### config.mk
export PLATFORM = sky130hd
export DESIGN_NAME = req_priority_arbiter
export DESIGN_NICKNAME = d
export VERILOG_FILES = /design/src/rtl/req_priority_arbiter.sv
export SDC_FILE = /design/constraint.sdc
export NUM_CORES = 1
export LEC_CHECK = 0
export BUFFER_PORTS_ARGS = -buffer_cell sky130_fd_sc_hd__buf_2
export CORE_MARGIN = 2
export CORE_UTILIZATION = 45
export CTS_CLUSTER_DIAMETER = 60
export DETAILED_ROUTE_END_ITERATION = 12
export GPL_TIMING_DRIVEN = 1
export PLACE_DENSITY = 0.66
export SLEW_MARGIN = 10
export SYNTH_ARGS = -nofsm -noshare
export SYNTH_HDL_FRONTEND = slang
export SYNTH_SLANG_ARGS = --single-unit
### constraint.sdc
create_clock -name clk -period 4.1 [get_ports clk]
set_clock_uncertainty 0.15 [all_clocks]
set_input_delay 0.205 -clock clk [delete_from_list [all_inputs] [get_ports clk]]
set_output_delay 0.205 -clock clk [all_outputs]
set_load 0.02 [all_outputs]
### src/rtl/req_priority_arbiter.sv
// req_priority_arbiter: N-way grant-holding arbiter.
// Fixed (highest index) or round-robin priority, hold timeout.
module req_priority_arbiter #(
  parameter int N        = 8,
  parameter int ID_W     = 3,
  parameter int MAX_HOLD = 16
) (
  input  logic            clk,
  input  logic            rst_n,
  input  logic [N-1:0]    req,
  input  logic            rel,
  input  logic            rr_mode,
  output logic [N-1:0]    gnt,
  output logic [ID_W-1:0] gnt_id,
  output logic            gnt_valid,
  output logic            timeout
);

  localparam int CNT_W =
    (MAX_HOLD < 1) ? 1 : $clog2(MAX_HOLD + 1);
  localparam int HOLD_LAST =
    (MAX_HOLD == 0) ? 0 : MAX_HOLD - 1;
  localparam bit TO_EN = (MAX_HOLD != 0);

  typedef enum logic {
    S_IDLE,
    S_BUSY
  } state_t;

  state_t             r_state;
  logic [N-1:0]       r_gnt;
  logic [ID_W-1:0]    r_gnt_id;
  logic               r_gnt_valid;
  logic               r_timeout;
  logic [ID_W-1:0]    r_last_id;
  logic [CNT_W-1:0]   r_hold_cnt;

  logic [ID_W-1:0]    w_fix_id;
  logic [ID_W-1:0]    w_rr_id;
  logic               w_rr_hit;
  logic [ID_W-1:0]    w_win_id;
  logic               w_drop;
  logic               w_to;
  logic               w_exit;

  // Index probed at step k of the downward search below last_id.
  function automatic logic [ID_W-1:0] rr_idx(
    input logic [ID_W-1:0] last,
    input int              k
  );
    int t;
    t = (int'(last) + 2 * N - 1 - k) % N;
    return ID_W'(t);
  endfunction

  // Winner selection: fixed highest-index or rotating search.
  always_comb begin
    w_fix_id = '0;
    w_rr_id  = '0;
    w_rr_hit = 1'b0;
    for (int i = 0; i < N; i++) begin
      if (req[i]) w_fix_id = ID_W'(i);
    end
    for (int k = 0; k < N; k++) begin
      if (!w_rr_hit && req[rr_idx(r_last_id, k)]) begin
        w_rr_hit = 1'b1;
        w_rr_id  = rr_idx(r_last_id, k);
      end
    end
    w_win_id = rr_mode ? w_rr_id : w_fix_id;
  end

  assign w_drop = !req[r_gnt_id];
  assign w_to   = TO_EN &&
                  (r_hold_cnt == CNT_W'(HOLD_LAST));
  assign w_exit = rel || w_drop || w_to;

  // Grant FSM with registered outputs and hold counter.
  always_ff @(posedge clk or negedge rst_n) begin
    if (!rst_n) begin
      r_state     <= S_IDLE;
      r_gnt       <= '0;
      r_gnt_id    <= '0;
      r_gnt_valid <= 1'b0;
      r_timeout   <= 1'b0;
      r_last_id   <= '0;
      r_hold_cnt  <= '0;
    end else begin
      r_timeout <= 1'b0;
      unique case (r_state)
        S_IDLE: begin
          if (|req) begin
            r_gnt       <= {{(N-1){1'b0}}, 1'b1} << w_win_id;
            r_gnt_id    <= w_win_id;
            r_gnt_valid <= 1'b1;
            r_last_id   <= w_win_id;
            r_hold_cnt  <= '0;
            r_state     <= S_BUSY;
          end
        end
        S_BUSY: begin
          if (w_exit) begin
            r_gnt       <= '0;
            r_gnt_valid <= 1'b0;
            r_hold_cnt  <= '0;
            r_timeout   <= w_to && !rel && !w_drop;
            r_state     <= S_IDLE;
          end else if (r_hold_cnt != '1) begin
            r_hold_cnt <= r_hold_cnt + 1'b1;
          end
        end
        default: r_state <= S_IDLE;
      endcase
    end
  end

  assign gnt       = r_gnt;
  assign gnt_id    = r_gnt_id;
  assign gnt_valid = r_gnt_valid;
  assign timeout   = r_timeout;

endmodule

==> out/metrics.yaml <==
status: "completed"
drv_cap: 0
drt_iter0_drc: 140
synth_cell_types: 58
ys_async_sr_fraction: 1.00
cts.clk_slew.worst_paths_ps: 70
hold_path.class: "input port to register"
crit_path_start_kind: "register"
firstDrtPassIters: 5
synth_sequential_area_ratio: 0.214
rsz0062_at_grt: "no"
wl_mm: 5.48
fill_cells: 475
final.period_utilization: 0.908
synth.avg_cell_area_um2: 9.06
r2r_slack_ps: 380
setup_viol: 0
die_y_um: 74.3
hold_end: "timeout$_DFF_PN0_"
place.gp.congestion: 0.959
die_area_um2: 5510
setup-tns-final_ps: 0
criticalPathCategory: "register to register"
crit_arrival_ps: 3720
hold_viol: 0
most-common-layout-cells: "31 x nand2_1, 24 x buf_2, 18 x dfrtp_1"
cts-root-buf: "clkbuf_8"
worstHoldPathCells: 3
worstSetupEndpointType: "register"
yosysTopAreaCell: "dfrtp_1"
synth_nets: 262
hold_start: "rel"
crit_fanout: 23
die_x_um: 74.3
slew_headroom: 0.577
synthCells: 245
row_count: 25
r2r_start: "r_last_id[1]$_DFFE_PN0P_"
netlist.area_leader.share: 0.214
dp_hpwl_mm: 4.01
core_um2: 4750
antenna_found_initial: 0
initial_core_util: 0.467
viasPerCell: 6.17
gr-total-overflow: 0
syn_area_um2: 2220
ys_ff_latch: 19
drc: 0
clock_latency_ps: 260
synthToLayoutAreaGrowth_pct: 8.90
portBuffers: 24
wl_per_cell_um: 17.0
synth_edf_count: 0
gr-usage-all-layers: 0.214
antenna_left: 0
grt_pass1_vias: 1849
grt_pass1_wl_mm: 9.29
worstMarginPinSlew_ps: 635
drv_slew: 0
layout_commonest_cell: "nand2_1"
regToRegEndpoint: "gnt[2]$_DFFE_PN0P_"
drive_gt1_frac: 0.255
clock-sinks: 19
cts_buffer_depth: 2
h-tree-depth: 1
nNetsFinal: 273
n_antenna_cell: 0
worstPathRequired_ps: 4100
postCtsSetupRepairBufs: 0
cts_tree: "yes"
reg2reg_depth: 11
synth_area_leaders: "dfrtp_1 21%, mux4_2 16%, mux2i_1 6.3%"
cts_buffers: 3
vias: 1987
max_freq_ghz: 0.269
ys.warnings.count: 0
synth-main-ff-cell: "dfrtp_1"
ios: 25
fin_crit_ps: 3720
grt_max_degree: 34
[registers in the layout, indices dropped and copies added, names as in the netlist]
signal and flops:
r_last_id 3, gnt_valid 1, timeout 1, r_hold_cnt 5, gnt 8, r_state 1
[timing repair]
| item | CTS | global route |
|---|---|---|
| hold endpoints to repair | 19 | 0 |
| hold buffers | 1 | 0 |
| gates resized for setup | 0 | 3 |
| setup endpoints to repair | 0 | 5 |
[worst max-delay path by stage]
stage / slack, ps / depth (start not counted) / from / to
after floorplan: 40 / 16 / r_last_id[0]$_DFFE_PN0P_ / gnt[4]$_DFFE_PN0P_
after global placement: 320 / 9 / r_last_id[1]$_DFFE_PN0P_ / gnt[2]$_DFFE_PN0P_
after detailed placement: 280 / 9 / r_last_id[1]$_DFFE_PN0P_ / gnt[2]$_DFFE_PN0P_
after CTS: 220 / 9 / r_last_id[1]$_DFFE_PN0P_ / gnt[2]$_DFFE_PN0P_
after global routing: 0.9 / 11 / r_last_id[1]$_DFFE_PN0P_ / gnt[2]$_DFFE_PN0P_
final: 380 / 11 / r_last_id[1]$_DFFE_PN0P_ / gnt[2]$_DFFE_PN0P_
[worst max-delay path, cell delays in order (launching register included)]
cell and delay [ps]:
dfrtp_1 440, inv_1 90, ha_2 410, buf_4 310, mux4_2 420, mux4_2 500
clkinv_1 90, nand2_1 100, o211a_1 240, o31ai_1 250, a21oi_1 230, o41ai_1 380
[cells by family after synthesis]
group / after synthesis / share of synthesized area
compound gates: 60 / 0.200
xor+xnor: 6 / 0.0332
fa+ha+maj: 5 / 0.0282
buf+inv: 34 / 0.0676
flops: 19 / 0.214
mux: 37 / 0.261
simple gates: 84 / 0.196
[stage by stage]
stage / util / area [µm²] / worst slack, ps / std cells / hold slack [ps]
floorplan: - / 2230 / 37.6 / 245 / -241
global placement: 0.494 / 2350 / 316 / 317 / 15.2
detailed placement: 0.494 / 2350 / 281 / 317 / 14.7
CTS: 0.506 / 2410 / 218 / 322 / 98.9
global route: 0.509 / 2420 / 0.931 / 322 / 123
finish: 0.509 / 2420 / 379 / 322 / 99.6
[Yosys cell counts (all sizes together), types with 3 or more instances]
master,instances
mux4,16
and3,3
mux2i,14
a21oi,8
dfrtp,19
ha,5
nand2,31
clkbuf,15
nand2b,7
inv,8
o31ai,13
o32ai,3
o21ai,12
o41ai,3
nor2,15
nor3,6
xnor2,3
buf,9
mux2,7
nor4,4
a22o,3
nand4,3
[routing by layer]
layer | wire [µm] | up-vias | GRT usage
met5 | 0 | - | 0
met1 | 2600 | 959 | 0.307
met3 | 222 | 11 | 0.0176
li1 | - | 954 | -
met4 | 97 | 0 | 0.0675
met2 | 2570 | 63 | 0.345
[cell type report]
| class | instances | area, µm² | share of cell area |
|---|---|---|---|
| tap | 67 | 83.8 | 0.0347 |
| inverter | 10 | 41.3 | 0.0171 |
| clock buffer | 4 | 45.0 | 0.0186 |
| multi-input combinational | 192 | 1600 | 0.663 |
| timing repair buffer | 30 | 168 | 0.0693 |
| sequential | 19 | 477 | 0.197 |
Power is not shown: default switching activity piles up to over one toggle a cycle in this logic, so the estimate is an artifact.
